===== src/rtl/motor_sequencer_if.sv =====
// rtl/motor_sequencer_if.sv - signal bundle between the motor sequencer and its host/controller
interface motor_sequencer_if;
    logic               enable;
    logic               clear_fault;
    logic               hall1;
    logic               hall2;
    logic               hall3;
    logic signed [31:0] target;
    logic signed [31:0] state;
    logic signed [31:0] setpoint;
    logic               ctrl_reset;
    logic               loop_tick;
    logic [1:0]         seq_state;
    logic [1:0]         fault_code;
    logic               running;

    modport master (
        output enable, clear_fault, hall1, hall2, hall3, target, state,
        input  setpoint, ctrl_reset, loop_tick, seq_state, fault_code, running
    );

    modport slave (
        input  enable, clear_fault, hall1, hall2, hall3, target, state,
        output setpoint, ctrl_reset, loop_tick, seq_state, fault_code, running
    );
endinterface


===== src/rtl/motor_sequencer.sv =====
// rtl/motor_sequencer.sv - supervisory sequencer: loop tick, hall qualification, setpoint slew, fault latch
module motor_sequencer #(
    parameter int TICK_DIV     = 1000,
    parameter int RAMP_STEP    = 16,
    parameter int HALL_TIMEOUT = 500,
    parameter int ARM_TICKS    = 2
) (
    input  logic             CLK,
    input  logic             reset_n,
    motor_sequencer_if.slave bus
);
    localparam int TW = $clog2(TICK_DIV);
    localparam int VW = $clog2(ARM_TICKS + 1);
    localparam int SW = $clog2(HALL_TIMEOUT + 1);

    localparam logic [TW-1:0]        TICK_LAST   = TW'(TICK_DIV - 1);
    localparam logic [VW-1:0]        ARM_DONE    = VW'(ARM_TICKS);
    localparam logic [SW-1:0]        STALL_LIMIT = SW'(HALL_TIMEOUT);
    localparam logic signed [32:0]   STEP_W      = 33'(RAMP_STEP);
    localparam logic signed [31:0]   STEP        = 32'(RAMP_STEP);

    typedef enum logic [1:0] {
        S_IDLE  = 2'b00,
        S_ARM   = 2'b01,
        S_RUN   = 2'b10,
        S_FAULT = 2'b11
    } seq_t;

    logic [2:0]         hall_meta;
    logic [2:0]         hcode;
    logic [2:0]         hcode_prev;
    logic               bad_prev;
    logic               hcode_bad;
    logic               hbad;
    logic               hchange;

    logic [TW-1:0]      tick_cnt;
    logic [TW-1:0]      tick_nxt;
    logic               loop_tick_q;

    seq_t               state_q;
    seq_t               next_state;
    logic [VW-1:0]      vcnt;
    logic [VW-1:0]      vcnt_nxt;
    logic [SW-1:0]      scnt;
    logic [SW-1:0]      scnt_nxt;
    logic signed [31:0] sp_q;
    logic signed [31:0] sp_nxt;
    logic signed [31:0] ramp_sp;
    logic signed [32:0] diff;
    logic [1:0]         fault_q;
    logic [1:0]         fault_nxt;
    logic               ctrl_reset_q;
    logic               running_q;
    logic               sp_off;

    // Two-flop synchronizer on the raw halls, plus one-cycle history for change/invalid detection
    always_ff @(posedge CLK or negedge reset_n) begin
        if (!reset_n) begin
            hall_meta  <= 3'b000;
            hcode      <= 3'b000;
            hcode_prev <= 3'b000;
            bad_prev   <= 1'b0;
        end else begin
            hall_meta  <= {bus.hall1, bus.hall2, bus.hall3};
            hcode      <= hall_meta;
            hcode_prev <= hcode;
            bad_prev   <= hcode_bad;
        end
    end

    assign hcode_bad = (hcode == 3'b000) || (hcode == 3'b111);
    assign hbad      = hcode_bad && bad_prev;
    assign hchange   = (hcode != hcode_prev);

    assign tick_nxt = (tick_cnt == TICK_LAST) ? '0 : tick_cnt + TW'(1);

    always_ff @(posedge CLK or negedge reset_n) begin
        if (!reset_n) begin
            tick_cnt    <= '0;
            loop_tick_q <= 1'b0;
        end else begin
            tick_cnt    <= tick_nxt;
            loop_tick_q <= (tick_nxt == TICK_LAST);
        end
    end

    // 33-bit difference so target and setpoint at opposite extremes cannot wrap
    assign diff   = $signed({bus.target[31], bus.target}) - $signed({sp_q[31], sp_q});
    assign sp_off = (sp_q != bus.state);

    always_comb begin
        ramp_sp = bus.target;
        if (diff > STEP_W) begin
            ramp_sp = sp_q + STEP;
        end else if (diff < -STEP_W) begin
            ramp_sp = sp_q - STEP;
        end
    end

    always_comb begin
        next_state = state_q;
        vcnt_nxt   = vcnt;
        scnt_nxt   = scnt;
        sp_nxt     = sp_q;
        fault_nxt  = fault_q;

        case (state_q)
            S_IDLE: begin
                sp_nxt = bus.state;
                if (bus.enable) begin
                    next_state = S_ARM;
                end
            end

            S_ARM: begin
                sp_nxt = bus.state;
                if (hcode_bad) begin
                    vcnt_nxt = '0;
                end else if (loop_tick_q) begin
                    vcnt_nxt = vcnt + VW'(1);
                end

                if (hbad) begin
                    next_state = S_FAULT;
                    fault_nxt  = 2'b01;
                end else if (!bus.enable) begin
                    next_state = S_IDLE;
                end else if (loop_tick_q && !hcode_bad && (vcnt_nxt == ARM_DONE)) begin
                    next_state = S_RUN;
                end
            end

            S_RUN: begin
                if (hchange) begin
                    scnt_nxt = '0;
                end else if (loop_tick_q) begin
                    scnt_nxt = sp_off ? scnt + SW'(1) : '0;
                end

                if (hbad) begin
                    next_state = S_FAULT;
                    fault_nxt  = 2'b01;
                end else if (loop_tick_q && !hchange && sp_off && (scnt_nxt == STALL_LIMIT)) begin
                    next_state = S_FAULT;
                    fault_nxt  = 2'b10;
                end else if (!bus.enable) begin
                    next_state = S_IDLE;
                end else if (loop_tick_q) begin
                    sp_nxt = ramp_sp;
                end
            end

            S_FAULT: begin
                if (bus.clear_fault && !bus.enable) begin
                    next_state = S_IDLE;
                    fault_nxt  = 2'b00;
                end
            end

            default: begin
                next_state = S_IDLE;
            end
        endcase

        // Every state entry starts both qualification counters from zero
        if (next_state != state_q) begin
            vcnt_nxt = '0;
            scnt_nxt = '0;
        end
    end

    always_ff @(posedge CLK or negedge reset_n) begin
        if (!reset_n) begin
            state_q      <= S_IDLE;
            vcnt         <= '0;
            scnt         <= '0;
            sp_q         <= '0;
            fault_q      <= 2'b00;
            ctrl_reset_q <= 1'b1;
            running_q    <= 1'b0;
        end else begin
            state_q      <= next_state;
            vcnt         <= vcnt_nxt;
            scnt         <= scnt_nxt;
            sp_q         <= sp_nxt;
            fault_q      <= fault_nxt;
            ctrl_reset_q <= (next_state != S_RUN);
            running_q    <= (next_state == S_RUN);
        end
    end

    assign bus.setpoint   = sp_q;
    assign bus.ctrl_reset = ctrl_reset_q;
    assign bus.loop_tick  = loop_tick_q;
    assign bus.seq_state  = state_q;
    assign bus.fault_code = fault_q;
    assign bus.running    = running_q;
endmodule

===== src/flat_wrapper.sv =====
// flat-port wrapper written by rule: the top's interface ports become plain ports
module motor_sequencer_flat 
#(
    parameter int TICK_DIV     = 1000,
    parameter int RAMP_STEP    = 16,
    parameter int HALL_TIMEOUT = 500,
    parameter int ARM_TICKS    = 2
)
  (CLK, reset_n, bus_enable, bus_clear_fault, bus_hall1, bus_hall2, bus_hall3, bus_target, bus_state, bus_setpoint, bus_ctrl_reset, bus_loop_tick, bus_seq_state, bus_fault_code, bus_running);
  motor_sequencer_if bus_i ();
  input  logic CLK;
  input  logic reset_n;
  input wire logic [$bits(bus_i.enable)-1:0] bus_enable;
  input wire logic [$bits(bus_i.clear_fault)-1:0] bus_clear_fault;
  input wire logic [$bits(bus_i.hall1)-1:0] bus_hall1;
  input wire logic [$bits(bus_i.hall2)-1:0] bus_hall2;
  input wire logic [$bits(bus_i.hall3)-1:0] bus_hall3;
  input wire logic [$bits(bus_i.target)-1:0] bus_target;
  input wire logic [$bits(bus_i.state)-1:0] bus_state;
  output wire logic [$bits(bus_i.setpoint)-1:0] bus_setpoint;
  output wire logic [$bits(bus_i.ctrl_reset)-1:0] bus_ctrl_reset;
  output wire logic [$bits(bus_i.loop_tick)-1:0] bus_loop_tick;
  output wire logic [$bits(bus_i.seq_state)-1:0] bus_seq_state;
  output wire logic [$bits(bus_i.fault_code)-1:0] bus_fault_code;
  output wire logic [$bits(bus_i.running)-1:0] bus_running;
  assign bus_i.enable = bus_enable;
  assign bus_i.clear_fault = bus_clear_fault;
  assign bus_i.hall1 = bus_hall1;
  assign bus_i.hall2 = bus_hall2;
  assign bus_i.hall3 = bus_hall3;
  assign bus_i.target = bus_target;
  assign bus_i.state = bus_state;
  assign bus_setpoint = bus_i.setpoint;
  assign bus_ctrl_reset = bus_i.ctrl_reset;
  assign bus_loop_tick = bus_i.loop_tick;
  assign bus_seq_state = bus_i.seq_state;
  assign bus_fault_code = bus_i.fault_code;
  assign bus_running = bus_i.running;
  motor_sequencer #(.TICK_DIV(TICK_DIV), .RAMP_STEP(RAMP_STEP), .HALL_TIMEOUT(HALL_TIMEOUT), .ARM_TICKS(ARM_TICKS)) u_core (.CLK(CLK), .reset_n(reset_n), .bus(bus_i));
endmodule

===== config.mk =====
export PLATFORM = sky130hd
export DESIGN_NAME = motor_sequencer_flat
export DESIGN_NICKNAME = d
export VERILOG_FILES = /design/src/rtl/motor_sequencer_if.sv /design/src/rtl/motor_sequencer.sv /design/src/flat_wrapper.sv
export SDC_FILE = /design/constraint.sdc
export NUM_CORES = 1
export LEC_CHECK = 0
export CAP_MARGIN = 20
export CORE_ASPECT_RATIO = 1.75
export CORE_MARGIN = 3
export CORE_UTILIZATION = 45
export CTS_CLUSTER_DIAMETER = 30
export DETAILED_ROUTE_END_ITERATION = 16
export GPL_ROUTABILITY_DRIVEN = 1
export GPL_TIMING_DRIVEN = 0
export HOLD_SLACK_MARGIN = 0.03
export PLACE_DENSITY = 0.68
export RECOVER_POWER = 25
export SYNTH_ARGS = -nofsm -noshare
export SYNTH_HDL_FRONTEND = slang
export SYNTH_SLANG_ARGS = --single-unit

===== constraint.sdc =====
create_clock -name CLK -period 4.75 [get_ports CLK]
set_clock_uncertainty 0.1 [all_clocks]
set_input_delay 0.475 -clock CLK [delete_from_list [all_inputs] [get_ports CLK]]
set_output_delay 0.475 -clock CLK [all_outputs]
set_load 0.1 [all_outputs]

==> impl_metrics.toml <==
[clock_tree]
clk_pin_slew_ns = 0.06
clk_path_buf_depth = 2
h-tree-depth = 3
clock-root-buffer = "clkbuf_16"
cts_buffers = 9
clk_latency_ns = 0.35
cts_sinks = 70
cts_tree = "built"

[yosys]
synthArstFlopShare_pct = 100
synth_compound_area_share_pct = 25.3
syn-num-nets = 1167
syn_area_sq_um = 7960
yosysUniqueCellTypes = 94
synth_seq_area_share_pct = 22.0
synth_top_family_by_area = "simple AND/OR/NAND/NOR gates"
syn_area_per_cell_sq_um = 7.52
synth_mux_area_share_pct = 1.98
synth_simple_gate_area_share_pct = 28.4
synth_ff_type = "dfrtp_1"
synthAdderAreaFrac_pct = 6.07
netlist_instances = 1058
synth_warnings = 0
synth_edf_count = 0
synth_seq_cells = 70
synthXorXnorAreaFrac_pct = 9.58

[sta]
tightestPinTransition_ns = 2.25
grt_setup_unrepaired = "yes"
slew_viol_final = 51
fin_crit_sh_pct = 98.7
slew_headroom_pct = -49.7
clock.fmax_mhz = 213
tns_ns = 0
finalHoldViolations = 0
period_needed_ns = 4.69
finalSetupViolations = 0

[route]
drt-initial-drc-count = 833
drc_errors = 0
postRouteAntennaNets = 0
avgRoutedWirePerCell_microns = 22.4
vias = 9022
vias_per_cell = 6.39
wl_microns = 31700
drt_pre_antenna_iters = 6

[grt]
grt_max_degree = 51
grt_overflow = 0
use_met3_pct = 3.56
grt.met1_usage_pct = 34.4
grt_first_pass_wirelength_microns = 47600
groute.usage.overall_pct = 31.8
antenna_found_initial = 0
use_met2_pct = 55.8
top_usage_layer = "met2"
grt_pass1_vias = 8660

[final_layout]
final_cells = 1412
antenna_cells = 0
design_area_sq_um = 10100
syn_to_final_growth_pct = 26.8
nets = 1289
layout-drive-gt1-share_pct = 13.1

[floorplanning]
die_height_microns = 182
core_area_sq_um = 17200
die_w_microns = 107
start_util_pct = 46.3
num_rows = 63
dieArea_sq_um = 19400
io_pins = 110

[placed_design]
gp_congestion = 0.998
port_buffers = 109
place_hpwl_microns = 25100
place_area_sq_um = 9370
dp.cells = 1395

[pwr]
irDropWorstVdd_uv = 341
p_int_uw = 3040
p_sw_share_pct = 58.5
pwr-share-seq_pct = 14.7
pwr_density_cell_nw_per_um2 = 727
combPwrFrac_pct = 75.1
p_sw_uw = 4290
leakagePower_uw = 0.00386
power_frac_clock_pct = 10.1

[min_path]
hold_path_end = "u_core.hcode[0]$_DFF_PN0_"
worst_hold_path_type = "reg -> reg"
min_from = "u_core.hall_meta[0]$_DFF_PN0_"
hold_depth = 0

[worst_setup_path]
crit_type = "in -> reg"
critical_path_arrival_ns = 4.81
startpoint_type = "primary input"
cp_data_required_time_ns = 4.88
reg2regPathDepth = 15
crit_path_max_fanout = 10
r2r_end = "u_core.bus.setpoint[27]$_DFFE_PN0P_"
r2r_start = "u_core.bus.setpoint[21]$_DFFE_PN0P_"
reg2reg_slack_ns = 0.11
endpoint_kind = "flop"

[run]
maxCapViolCount = 1

[status]
failed_checks = "capacitance limit, slew limit"
status = "finished with violations"
==> sequential cells by signal, summed over array words and instances (netlist names) <==
signal	count
u_core.hcode_prev	3
u_core.bad_prev	1
u_core.vcnt	2
u_core.bus.seq_state	2
u_core.scnt	9
u_core.hcode	3
u_core.tick_cnt	10
u_core.bus.running	1
u_core.bus.ctrl_reset	1
u_core.bus.setpoint	32
u_core.bus.fault_code	2
u_core.bus.loop_tick	1
u_core.hall_meta	3
==> worst max-delay path: stages <==
cell and delay (ns):
clkdlybuf4s50_1 0.55, ha_4 0.39, a21oi_2 0.09, o21ai_2 0.26, a31oi_2 0.18, a211o_2 0.45, and4_4 0.20, or3_4 0.38
or4_1 0.55, buf_4 0.19, o21ai_4 0.25, nor2_4 0.14, a222oi_1 0.33, or3b_1 0.37
==> power groups by stage <==
stage | logic, uW | registers (uW) | clock network, uW
after global placement | 5150 | 949 | 0
after CTS | 5170 | 1050 | 749
after global routing | 5820 | 1100 | 773
after detailed placement | 5160 | 953 | 0
final | 5510 | 1080 | 743
after floorplan | 2740 | 1970 | 0
==> cell type report <==
class	instances	area [sq um]
Buffer	48	280
Clock buffer	10	229
Clock inverter	6	86.3
Fill cell	1702	7100
Inverter	53	199
Multi-Input combinational cell	869	5980
Sequential cell	70	1770
Tap cell	227	284
Timing Repair Buffer	129	1260
==> timing repair <==
action                     CTS  global route
gates resized for setup     29            50
hold endpoints to repair    20             0
hold buffers                 1             0
setup endpoints to repair   32            32
buffers inserted             4            14
cloned                       0             0
pin swaps                    4            11
==> cells by family (layout without fill, tap and decap cells) <==
family / after synthesis / in the layout
simple gates: 441 / 441
compound gates: 288 / 288
buf+inv: 119 / 246
xor+xnor: 87 / 87
flops: 70 / 70
fa+ha+maj: 38 / 38
mux: 15 / 15
==> synthesized netlist by cell type (6+ instances only) <==
cell,n,area [sq um]
and3_1,9,56.3
nand2_1,104,390
or3_1,16,100
nor3_1,46,230
nand4_1,34,213
a21o_1,14,105
dfrtp_1,69,1730
a222oi_1,8,80.1
a221oi_1,9,78.8
a21oi_1,60,300
xor2_1,14,123
o211ai_1,15,113
inv_1,52,195
o21ai_0,51,255
o21a_1,6,45.0
nand3_1,48,240
buf_6,6,67.6
o22ai_1,15,93.8
a211oi_1,13,97.6
a31oi_1,11,68.8
xnor2_1,73,639
nor4_1,17,106
and2_1,12,75.1
ha_1,37,463
clkbuf_1,42,158
nand2b_1,9,56.3
nor2_1,94,353
buf_4,6,45.0
buf_2,10,50.1
mux2i_1,12,120
a22oi_1,9,67.6
==> cells in the final DEF, fill, tap and decap left out, types with 9 or more instances in the layout <==
cell type | netlist | final
and3_1 | 9 | 9
o21ai_0 | 51 | 47
o211ai_1 | 15 | 15
a31oi_1 | 11 | 10
nor4_1 | 17 | 13
nand2_1 | 104 | 103
dfrtp_1 | 69 | 53
ha_1 | 37 | 35
a21oi_1 | 60 | 50
xor2_1 | 14 | 13
nand4_1 | 34 | 34
inv_1 | 52 | 52
clkdlybuf4s50_1 | 0 | 103
mux2i_1 | 12 | 11
buf_4 | 6 | 25
and2_1 | 12 | 11
clkbuf_1 | 42 | 24
nor3_1 | 46 | 43
a21o_1 | 14 | 14
a211oi_1 | 13 | 11
dfrtp_2 | 0 | 16
o22ai_1 | 15 | 15
nor2_1 | 94 | 91
a21oi_2 | 4 | 12
nand3_1 | 48 | 47
xnor2_1 | 73 | 71
clkbuf_16 | 0 | 9
or3_1 | 16 | 15
==> worst max path at each step <==
| stage | startpoint | to | depth (start not counted) |
|---|---|---|---|
| floorplan | u_core.bus.setpoint[4]$_DFFE_PN0P_ | u_core.bus.setpoint[29]$_DFFE_PN0P_ | 14 |
| global placement | bus_target[0] | u_core.bus.setpoint[18]$_DFFE_PN0P_ | 17 |
| detailed placement | bus_target[0] | u_core.bus.setpoint[18]$_DFFE_PN0P_ | 17 |
| CTS | bus_target[6] | u_core.bus.setpoint[27]$_DFFE_PN0P_ | 14 |
| global route | u_core.bus.setpoint[21]$_DFFE_PN0P_ | u_core.bus.setpoint[27]$_DFFE_PN0P_ | 15 |
| finish | bus_target[6] | u_core.bus.setpoint[27]$_DFFE_PN0P_ | 14 |
==> stage by stage <==
stage               total power [uW]  hold slack [ns]  utilization (%)  worst slack (ns)
finish                          7330            0.245             58.7            0.0617
global route                    7690            0.252             58.7           -0.0546
CTS                             6970            0.249             57.1            0.0117
detailed placement              6120            0.236             54.6             -1.08
global placement                6100            0.232             54.4             -1.11
floorplan                       4700           0.0794                -           -0.0245
==> layer usage <==
layer / vias to the layer above / share of wire (%)
met4: 0 / 8.0
met1: 4269 / 35
met5: - / 0
met3: 140 / 6.1
li1: 4177 / -
met2: 436 / 51
(Power assumes the default switching activity.)
